## config.mk

```make
export PLATFORM = sky130hd
export DESIGN_NAME = uart_out_unit
export DESIGN_NICKNAME = d
export VERILOG_FILES = /design/src/rtl/uart_out_unit.sv
export SDC_FILE = /design/constraint.sdc
export NUM_CORES = 1
export LEC_CHECK = 0
export CORE_ASPECT_RATIO = 0.7
export CORE_UTILIZATION = 35
export DETAILED_ROUTE_END_ITERATION = 12
export MAX_ROUTING_LAYER = met4
export RECOVER_POWER = 25
export SKIP_CTS_REPAIR_TIMING = 1
export SYNTH_ARGS = -nofsm -noshare
export SYNTH_HDL_FRONTEND = slang
export SYNTH_SLANG_ARGS = --single-unit
```

## constraint.sdc

```tcl
create_clock -name clk -period 3.9 [get_ports clk]
set_input_delay 0.78 -clock clk [delete_from_list [all_inputs] [get_ports clk]]
set_output_delay 0.78 -clock clk [all_outputs]
set_load 0.1 [all_outputs]
```

## src/rtl/uart_out_unit.sv

```systemverilog
// OUT-instruction sink: buffers the low byte of each accepted request in a
// circular FIFO and serialises buffered bytes onto txd as 8N1 frames.
module uart_out_unit #(
  parameter int CLK_PER_BIT = 868,
  parameter int LOG_DEPTH   = 4
) (
  input  logic                 clk,
  input  logic                 rstn,
  input  logic                 out_req,
  input  logic [31:0]          out_data,
  output logic                 out_busy,
  output logic                 txd,
  output logic [LOG_DEPTH:0]   fifo_count,
  output logic                 tx_active
);

  localparam int DEPTH  = 1 << LOG_DEPTH;
  localparam int BAUD_W = (CLK_PER_BIT > 1) ? $clog2(CLK_PER_BIT) : 1;
  localparam logic [BAUD_W-1:0]  BAUD_LAST = BAUD_W'(CLK_PER_BIT - 1);
  localparam logic [LOG_DEPTH:0] COUNT_FULL = (LOG_DEPTH+1)'(DEPTH);

  typedef enum logic [1:0] {S_IDLE, S_START, S_DATA, S_STOP} state_t;

  logic [7:0]           r_mem [DEPTH];
  logic [LOG_DEPTH-1:0] r_wr_ptr;
  logic [LOG_DEPTH-1:0] r_rd_ptr;
  logic [LOG_DEPTH:0]   r_count;
  state_t               r_state;
  logic [BAUD_W-1:0]    r_baud;
  logic [2:0]           r_bit;
  logic [7:0]           r_shift;
  logic                 r_txd;

  state_t               w_state_next;
  logic [BAUD_W-1:0]    w_baud_next;
  logic [2:0]           w_bit_next;
  logic [7:0]           w_shift_next;
  logic                 w_txd_next;
  logic                 w_push;
  logic                 w_pop;
  logic                 w_baud_last;
  logic                 w_unused_hi;

  assign w_unused_hi = ^out_data[31:8];
  assign out_busy    = (r_count == COUNT_FULL);
  assign w_push      = out_req && !out_busy;
  assign w_baud_last = (r_baud == BAUD_LAST);
  assign fifo_count  = r_count;
  assign tx_active   = (r_state != S_IDLE);
  assign txd         = r_txd;

  // NOTE: storage array has no reset; pointers and count alone define which entries are valid.
  always_ff @(posedge clk) begin
    if (w_push) r_mem[r_wr_ptr] <= out_data[7:0];
  end

  // NOTE: all sequential state uses non-blocking assignments so every register samples pre-edge values.
  always_ff @(posedge clk or negedge rstn) begin
    if (!rstn) begin
      r_wr_ptr <= '0;
      r_rd_ptr <= '0;
      r_count  <= '0;
    end else begin
      if (w_push) r_wr_ptr <= r_wr_ptr + LOG_DEPTH'(1);
      if (w_pop)  r_rd_ptr <= r_rd_ptr + LOG_DEPTH'(1);
      case ({w_push, w_pop})
        2'b10:   r_count <= r_count + (LOG_DEPTH+1)'(1);
        2'b01:   r_count <= r_count - (LOG_DEPTH+1)'(1);
        default: r_count <= r_count;
      endcase
    end
  end

  always_ff @(posedge clk or negedge rstn) begin
    if (!rstn) begin
      r_state <= S_IDLE;
      r_baud  <= '0;
      r_bit   <= '0;
      r_shift <= '0;
      r_txd   <= 1'b1;
    end else begin
      r_state <= w_state_next;
      r_baud  <= w_baud_next;
      r_bit   <= w_bit_next;
      r_shift <= w_shift_next;
      r_txd   <= w_txd_next;
    end
  end

  // txd is computed one cycle ahead so the line itself comes straight from a flop.
  always_comb begin
    // NOTE: every output gets a default first so no path through the case infers a latch.
    w_state_next = r_state;
    w_baud_next  = r_baud;
    w_bit_next   = r_bit;
    w_shift_next = r_shift;
    w_txd_next   = r_txd;
    w_pop        = 1'b0;
    case (r_state)
      S_IDLE: begin
        w_txd_next = 1'b1;
        if (r_count != '0) begin
          w_pop        = 1'b1;
          w_shift_next = r_mem[r_rd_ptr];
          w_baud_next  = '0;
          w_state_next = S_START;
          w_txd_next   = 1'b0;
        end
      end
      S_START: begin
        if (w_baud_last) begin
          w_baud_next  = '0;
          w_bit_next   = '0;
          w_state_next = S_DATA;
          w_txd_next   = r_shift[0];
        end else begin
          w_baud_next = r_baud + BAUD_W'(1);
        end
      end
      S_DATA: begin
        if (w_baud_last) begin
          w_baud_next  = '0;
          w_shift_next = r_shift >> 1;
          if (r_bit == 3'd7) begin
            w_state_next = S_STOP;
            w_txd_next   = 1'b1;
          end else begin
            w_bit_next = r_bit + 3'd1;
            w_txd_next = r_shift[1];
          end
        end else begin
          w_baud_next = r_baud + BAUD_W'(1);
        end
      end
      S_STOP: begin
        w_txd_next = 1'b1;
        if (w_baud_last) begin
          w_baud_next  = '0;
          w_state_next = S_IDLE;
        end else begin
          w_baud_next = r_baud + BAUD_W'(1);
        end
      end
      default: begin
        w_state_next = S_IDLE;
        w_txd_next   = 1'b1;
      end
    endcase
  end

endmodule

```

==> Yosys cells after proc, flatten, opt, wreduce, memory -nomap -nowiden <==
Memories as Yosys holds them, arrays and structs flattened.
Index checks and enable logic that the tools add are counted.
{ "word_totals": {"elab_cells": 68, "mem_bits_ro": 0, "output_inout_bits": 8, "mem_bits_rw": 128, "in_bits": 35, "register_bits": 37, "mem_count": 1, "latchBits": 0} }
{ "mem_list": {"columns": ["name", "words", "width", "rd", "rd_ports_with_merged_regs", "wr", "line", "text"], "rows": [
  ["r_mem", 16, 8, 1, 0, 1, "24", "logic [7:0] r_mem [DEPTH];"]
]} }
{ "classes": {"n_reduce_logical": 13, "n_bitwise": 0, "muxes": 26, "n_mul": 0, "eq_ne": 14, "order_cmp": 0, "n_shift": 0, "div": 0, "n_addsub": 6} }
{ "ops": {"columns": ["operator", "n"], "rows": [
  ["10-bit 2-to-1 mux", 2],
  ["10-bit one-hot mux with 2 select lines", 1],
  ["8-bit 2-to-1 mux", 2],
  ["8-bit one-hot mux with 2 select lines", 1],
  ["2-bit != test (second input constant)", 6],
  ["10-bit by 1-bit adder with 10-bit output (second input constant)", 1],
  ["10-bit equality test (second input constant)", 1],
  ["2-bit 2-to-1 mux", 5],
  ["5-bit one-hot mux with 2 select lines", 1],
  ["3-bit 2-to-1 mux", 3],
  ["4-bit by 1-bit adder with 4-bit output (second input constant)", 2],
  ["1-bit 2-to-1 mux", 8],
  ["2-bit one-hot mux with 4 select lines", 1],
  ["2-bit nonzero test", 4],
  ["2-bit equality test (second input constant)", 3],
  ["3-bit one-hot mux with 2 select lines", 1],
  ["5-bit by 1-bit adder with 5-bit output (second input constant)", 1],
  ["5-bit equality test (second input constant)", 1],
  ["5-bit AND reduction", 1],
  ["5-bit nonzero test", 1],
  ["5-bit by 1-bit subtractor with 5-bit output (second input constant)", 1],
  ["2-bit by 1-bit equality test with 1-bit output (second input constant)", 2],
  ["1-bit one-hot mux with 4 select lines", 1],
  ["4-bit AND reduction", 1],
  ["other kinds (8)", 8]
]} }

==> Logic depth before layout (Yosys ltp) <==
Gate-level depths: netlist of the first run.
{ "depth": {"depth_word": 5, "mapped_depth": 15, "depth_no_buf": 12} }

==> Worst setup path after synthesis of the first run <==
No wires, ideal clock.
{ "synth_timing": {"path_kind": "register -> register", "start": "reg r_count[2], in the netlist fifo_count[2]", "end": "reg r_count[4], in the netlist fifo_count[4]", "stages_incl_launch_ff": 16, "synth_period_minus_slack_ns": 3.451, "setup_slack_ns": 0.449, "t_required_ns": 3.734, "setup_time_ns": 0.166, "arrival_ns": 3.284, "path_buffers": 3, "path_cell_list": "dfrtp_1 > clkbuf_1 > nor2_1 > nand3_1 > and2_1 > clkbuf_1 > inv_1 > ha_1 > clkbuf_1 > xor2_1 > ha_1 > a21o_1 > nand2_1 > a21o_1 > a31oi_1 > xor2_1"} }
{ "synth_via": {"elab_chain_cells": 5, "word_cells_on_any_way": 12, "classes_between": "add/sub: 2; eq/ne: 3; mux: 3; reduce/logical: 4"} }
{ "synth_lines": {"columns": ["item", "line", "text"], "rows": [
  ["start: declaration", "27", "logic [LOG_DEPTH:0] r_count;"],
  ["start signal: assignment", "67", "2'b10: r_count <= r_count + (LOG_DEPTH+1)'(1);"],
  ["start signal: assignment", "68", "2'b01: r_count <= r_count - (LOG_DEPTH+1)'(1);"],
  ["start signal: assignment", "69", "default: r_count <= r_count;"],
  ["5-bit nonzero test or 5-bit equality test (tied branches)", "102, 45", null],
  ["1-bit 2-to-1 mux or 1-bit zero test (tied branches)", "102, 46", null],
  ["1-bit 2-to-1 mux or 1-bit logical AND (tied branches)", "99, 46", null],
  ["2-bit by 1-bit equality test with 1-bit output or 2-bit equality test (tied branches)", "66", "case ({w_push, w_pop})"],
  ["5-bit one-hot mux with 2 select lines or 2-bit nonzero test (tied branches)", null, null]
]} }
Several ways; a longest one is shown, not always the timed one.
A chain may end at the register's enable or synchronous reset.

==> Worst setup path in the final report of the first run <==
{ "layout_timing": {"start": "reg r_count[2], in the netlist fifo_count[2]", "end": "out fifo_count[2]"} }
{ "layout_lines": {"columns": ["item", "line", "text"], "rows": [
  ["end: declaration", "13", "output logic [LOG_DEPTH:0] fifo_count,"]
]} }
No word-level cell between the ends.

==> flow_metrics.env, run 1 <==
export IMPL_outcome="finished, violations left"
export IMPL_violations="capacitance limit, slew limit"
export IMPL_synth_edf_count=128
export IMPL_worst_ep_arrival_time_ns=2.14
export IMPL_drtIter0Drc=324
export IMPL_grt_usage_pct=15.5
export IMPL_path_depth=1
export IMPL_setup_violations=0
export IMPL_dieArea_sq_mm=0.0207
export IMPL_h_tree_depth=4
export IMPL_setup_tns_ns=0
export IMPL_slew_limit_headroom_pct=-36.8
export IMPL_critical_path_class="reg -> out"
export IMPL_io_pins=43
export IMPL_yosysSeqAreaShare_pct=67.6
export IMPL_num_antenna_cells=0
export IMPL_drive_above_1_share_pct=15.3
export IMPL_syn_area_sq_mm=0.00706
export IMPL_max_cap_violations=1
export IMPL_cts_tree="built"
export IMPL_wl_per_cell_um=18.8
export IMPL_synth_area_leaders="edfxtp_1 (54%), dfrtp_1 (13%), mux4_2 (6.1%)"
export IMPL_wl_um=14500
export IMPL_antenna_found_initial=0
export IMPL_clock_skew_ns=0.0102
export IMPL_startpoint="fifo_count[2]$_DFFE_PN0P_"
export IMPL_root_buffer="clkbuf_16"
export IMPL_routed_via_count=3885
export IMPL_clockBufferDepth=2
export IMPL_slowest_delay_ns=1.19
export IMPL_crit_fanout=10
export IMPL_crit_slowest_cell="clkdlybuf4s50_1"
export IMPL_hold_violations=0
export IMPL_period_share_pct=74.8
export IMPL_clk_pin_slew_worst_paths_ns=0.07
export IMPL_grt_max_degree=38
export IMPL_reg2regPathDepth=7
export IMPL_start_util_pct=35.6
export IMPL_gr_total_overflow=0
export IMPL_synth_distinct_cells=51
export IMPL_viasPerCell=5.02
export IMPL_hold_depth=2
export IMPL_tightestPinTransition_ns=2.05
export IMPL_dp_hpwl_um=9320
export IMPL_syn_nets=513
export IMPL_gp_congestion=0.803
export IMPL_r2r_end="r_shift[0]$_DFFE_PN0P_"
export IMPL_cts_made_buffers=17
export IMPL_synth_yosys_warnings=0
export IMPL_post_route_min_period_ns=2.92
export IMPL_start_kind="register"
export IMPL_critPathTopFamily="buffers and inverters"
export IMPL_r2r_slack_ns=1.00
export IMPL_syn_inst=462
export IMPL_ant_nets=0
export IMPL_drc=0
export IMPL_fill_cells=1813
export IMPL_core_area_sq_mm=0.0198
export IMPL_grt_pass1_wl_um=22400
export IMPL_power_density_mw_per_mm2=768
export IMPL_finalPower_mw=6.25
export IMPL_avgSynthCellArea_sq_um=15.3
export IMPL_synth_top_cell_area_share_pct=54.5
export IMPL_max_freq_mhz=343
export IMPL_hp_class="reg -> reg"
export IMPL_first_pass_iters=7
export IMPL_rsz0062_at_grt="false"
export IMPL_path_buf_inv=1
export IMPL_r2r_start="r_state[0]$_DFFE_PN0P_"
export IMPL_clock_sinks=165
export IMPL_fp_dieW_um=172
export IMPL_yosys_top_cells_count="edfxtp_1 (128), dfrtp_1 (36), nand2_1 (35)"
export IMPL_clk_latency_ns=0.42
export IMPL_crit_path_end="fifo_count[2]"
export IMPL_io_buffers=18
export IMPL_synth_ff_type="edfxtp_1"
export IMPL_yosys_area_top_type="edfxtp_1"
export IMPL_leakagePower_nw=2.87
export IMPL_syn2layout_area_growth_pct=15.5
export IMPL_nets=542
export IMPL_vdd_ir_drop_max_v=0.000353
export IMPL_maxSlewViolCount=38
export IMPL_first_global_vias=3942
export IMPL_required_ns=3.12
export IMPL_num_rows=43
export IMPL_die_h_um=121
export IMPL_synth_seq_cells=165
export IMPL_setup_worst_path_end_class="output port"
export IMPL_crit_path_cell_trace="clkdlybuf4s50_1"
export IMPL_post_synth_top_count_cell="edfxtp_1"
export IMPL_async_reset_ff_share_pct=22.4
==> registers in the layout, indices dropped and copies added, names as in the netlist <==
name,cells
fifo_count,5
r_bit,3
r_mem,128
r_wr_ptr,4
txd,1
r_rd_ptr,4
r_state,2
r_shift,8
r_baud,10
==> per-stage QoR <==
stage               cells  cell area [sq um]  hold WS, ns  setup WS (ns)  utilization (%)
finish                774               8150        0.479          0.982             41.1
global route          774               8150        0.493          0.766             41.1
CTS                   774               8150        0.483          0.954             41.2
detailed placement    742               7550        0.473          0.696             38.1
global placement      742               7550        0.475          0.757             38.1
floorplan             462               7060        0.464          0.449                -
==> report_power, final <==
group / leakage, nW / internal [mW] / switching (mW)
clock network: 0.285 / 0.964 / 0.730
logic: 0.982 / 0.839 / 1.21
registers: 1.61 / 2.19 / 0.317
total: 2.87 / 3.99 / 2.26
==> worst reg2reg max path: stages, from the launching register on <==
cell,delay (ns)
dfrtp_1,0.41
inv_1,0.11
ha_1,0.59
inv_1,0.24
or4_4,0.60
a21oi_4,0.37
o311ai_0,0.29
o21a_1,0.17
==> worst min-delay path by stage <==
stage | start | to | slack, ns
4_1_cts | txd$_DFFE_PN1P_ | txd$_DFFE_PN1P_ | 0.48
3_5_place_dp | txd$_DFFE_PN1P_ | txd$_DFFE_PN1P_ | 0.47
3_3_place_gp | r_shift[2]$_DFFE_PN0P_ | r_shift[2]$_DFFE_PN0P_ | 0.48
6_report | txd$_DFFE_PN1P_ | txd$_DFFE_PN1P_ | 0.48
5_1_grt | txd$_DFFE_PN1P_ | txd$_DFFE_PN1P_ | 0.49
2_1_floorplan | r_baud[6]$_DFFE_PN0N_ | r_baud[6]$_DFFE_PN0N_ | 0.46
==> cell usage in the layout, fill, tap and decap left out, types with 10 or more instances in the layout <==
cell type,instances
buf_4,16
edfxtp_1,128
inv_1,10
ha_1,16
mux2i_1,29
clkbuf_16,17
o21ai_0,22
nor2_1,31
mux4_2,19
clkdlybuf4s50_1,12
nand2_1,35
a22oi_1,16
a21oi_1,10
dfrtp_1,35
==> metal layers <==
metal,vias to the layer above,wire length [um],global-route usage [%],share of wire [%]
met4,0,38,4.85,0.26
met2,80,6680,23.5,46
met3,2,946,2.98,6.5
met1,1969,6860,21.0,47
met5,-,0,-,0
li1,1834,-,-,-
==> layout make-up <==
class                   instances  area [sq um]  area share, %
inverters                      10          37.5          0.461
clock inverters                14           168           2.06
clock buffers                  18           429           5.27
well taps                     270           338           4.15
multi-input cells             265          2130           26.1
flip-flops and latches        165          4770           58.6
repair buffers                 32           274           3.36
==> cell families (layout without fill, tap and decap cells) <==
kind of cell / count (synthesis) / after routing / synth area share [%]
adder cells (fa/ha/maj): 16 / 16 / 2.84
multiplexers: 51 / 51 / 10.7
AND/OR/NAND/NOR: 102 / 102 / 7.00
flip-flops: 165 / 165 / 67.6
buffers and inverters: 32 / 74 / 2.22
AO/OA/AOI/OAI: 83 / 83 / 8.05
XOR/XNOR: 13 / 13 / 1.61
Power figures use the tool's default switching activity.
==> run 2, diff against run 1 <==
- clock period: 3.9 -> 2.8 ns (I/O delays scaled with it)
==> run 2 against run 1 <==
Compared with the run above: the run still ends with capacitance limit, slew limit left; register-to-register slack lost 0.73 ns; first-iteration DRC count up 22%; final cell count increased by 1.7%; utilization rose by 0.78 points; routed wire length rose by 1.0%; die area unchanged; sequential share of layout area down 0.99 points; non-clock buffer count is 13 higher; critical path type is now reg -> reg; global-route usage up 0.51 points.
==> flow_metrics.env, run 2 (same netlist as run 1, synthesis figures left out) <==
export IMPL_slew_limit_headroom_pct=-35.5
export IMPL_dieArea_sq_mm=0.0207
export IMPL_finalPower_mw=8.83
export IMPL_gr_total_overflow=0
export IMPL_largest_registers="r_mem x128, r_baud x10, r_shift x8"
export IMPL_crit_slowest_cell="or4_4"
export IMPL_violations="capacitance limit, slew limit"
export IMPL_num_antenna_cells=0
export IMPL_drc=0
export IMPL_hold_depth=1
export IMPL_gp_congestion=0.823
export IMPL_fill_cells=1814
export IMPL_root_buffer="clkbuf_16"
export IMPL_grt_pass1_wl_um=23300
export IMPL_hp_class="reg -> reg"
export IMPL_num_rows=43
export IMPL_die_h_um=121
export IMPL_tightestPinTransition_ns=2.03
export IMPL_io_pins=43
export IMPL_outcome="finished, violations left"
export IMPL_first_pass_iters=5
export IMPL_placed_area_sq_mm=0.00772
export IMPL_crit_path_cell_trace="or4_4 -> nor2_4 -> nor2_4 -> ha_2 -> xor2_1 -> ha_2 -> a21o_1 -> nand2_1 -> a21o_1 -> a31oi_1 -> xor2_1"
export IMPL_drtIter0Drc=395
export IMPL_setup_worst_path_end_class="register"
export IMPL_postLayoutCoreUtil_pct=41.9
export IMPL_cts_made_buffers=17
export IMPL_regArea_sq_mm=0.00478
export IMPL_max_cap_violations=1
export IMPL_mostFrequentLayoutCell="edfxtp_1"
export IMPL_multi_input_area_sq_mm=0.00216
export IMPL_path_buf_inv=0
export IMPL_crit_fanout=6
export IMPL_clk_latency_ns=0.42
export IMPL_start_util_pct=35.6
export IMPL_regMostFlops="r_mem"
export IMPL_leakagePower_nw=2.95
export IMPL_grt_max_degree=38
export IMPL_fp_dieW_um=172
export IMPL_critPathTopFamily="simple AND/OR/NAND/NOR gates"
export IMPL_ant_nets=0
export IMPL_viasPerCell=5.13
export IMPL_power_density_mw_per_mm2=1060
export IMPL_period_share_pct=90.2
export IMPL_routed_via_count=4039
export IMPL_drive_above_1_share_pct=21.3
export IMPL_worst_ep_arrival_time_ns=2.86
export IMPL_required_ns=3.14
export IMPL_wl_per_cell_um=18.6
export IMPL_largest_register_ffs=128
export IMPL_setup_violations=0
export IMPL_nets=555
export IMPL_clockBufferDepth=2
export IMPL_whs_ns=0.493
export IMPL_final_cell_area_sq_mm=0.00830
export IMPL_path_depth=11
export IMPL_final_cell_mix="edfxtp_1 (128), nand2_1 (35), buf_4 (32)"
export IMPL_antenna_found_initial=0
export IMPL_wl_um=14700
export IMPL_syn2layout_area_growth_pct=17.7
export IMPL_critical_path_class="reg -> reg"
export IMPL_slowest_delay_ns=0.61
export IMPL_h_tree_depth=4
export IMPL_dp_hpwl_um=10200
export IMPL_max_freq_mhz=396
export IMPL_rsz0062_at_grt="false"
export IMPL_cts_tree="built"
export IMPL_core_area_sq_mm=0.0198
export IMPL_post_route_min_period_ns=2.53
export IMPL_hold_violations=0
export IMPL_reg2regPathDepth=11
export IMPL_first_global_vias=4070
export IMPL_clock_sinks=165
export IMPL_grt_usage_pct=16.0
export IMPL_io_buffers=18
export IMPL_clock_skew_ns=0.0146
export IMPL_start_kind="register"
export IMPL_clk_pin_slew_worst_paths_ns=0.08
export IMPL_maxSlewViolCount=38
export IMPL_vdd_ir_drop_max_v=0.000436
run 2: changes by cell type in the layout (fill, tap and decap cells not counted), moves of 4 or more:
cell,change
buf_4,+16
dfrtp_1,-5
clkdlybuf4s50_1,-6
inv_6,-4
dfrtp_2,+4
inv_8,+4
run 2: report_power, final:
group          switching [mW]  internal (mW)
clock network            1.08           1.19
registers               0.435           3.06
logic                    1.78           1.28
total                    3.29           5.53
run 2: final timing paths:
path | start | end | slack (ns)
setup / recovery | fifo_count[0]$_DFFE_PN0P_ | fifo_count[4]$_DFFE_PN0P_ | 0.27
hold reg to reg | r_shift[4]$_DFFE_PN0P_ | r_shift[4]$_DFFE_PN0P_ | 0.49
setup reg to reg | fifo_count[0]$_DFFE_PN0P_ | fifo_count[4]$_DFFE_PN0P_ | 0.27
min in group asynchronous | rstn | fifo_count[3]$_DFFE_PN0P_ | 0.71
max in group asynchronous | rstn | fifo_count[2]$_DFFE_PN0P_ | 0.66
hold / removal | r_shift[4]$_DFFE_PN0P_ | r_shift[4]$_DFFE_PN0P_ | 0.49
run 2: stage by stage:
step,setup TNS [ns],setup slack [ns],cells
2_1_floorplan,-0.0374,-0.0374,462
3_3_place_gp,0,0.303,755
3_5_place_dp,0,0.301,755
4_1_cts,0,0.261,787
5_1_grt,0,0.0478,787
6_report,0,0.275,787
run 2: worst reg2reg max path, stage by stage, from the launching register on:
cell	delay, ns
dfrtp_2	0.46
or4_4	0.61
nor2_4	0.13
nor2_4	0.07
ha_2	0.19
xor2_1	0.14
ha_2	0.22
a21o_1	0.12
nand2_1	0.05
a21o_1	0.15
a31oi_1	0.16
xor2_1	0.16
run 2: metal layers:
layer	wire length [um]	global-route usage (%)	vias up
li1	-	-	1863
met4	109	3.68	0
met2	6280	21.6	126
met1	7370	24.3	2039
met3	913	3.37	11
met5	0	-	-
run 2: layout make-up:
class,instances,share of cell area [%]
inverters,10,0.497
flip-flops and latches,165,57.6
clock inverters,15,1.94
repair buffers,45,4.75
clock buffers,17,5.12
multi-input cells,265,26.0
well taps,270,4.07
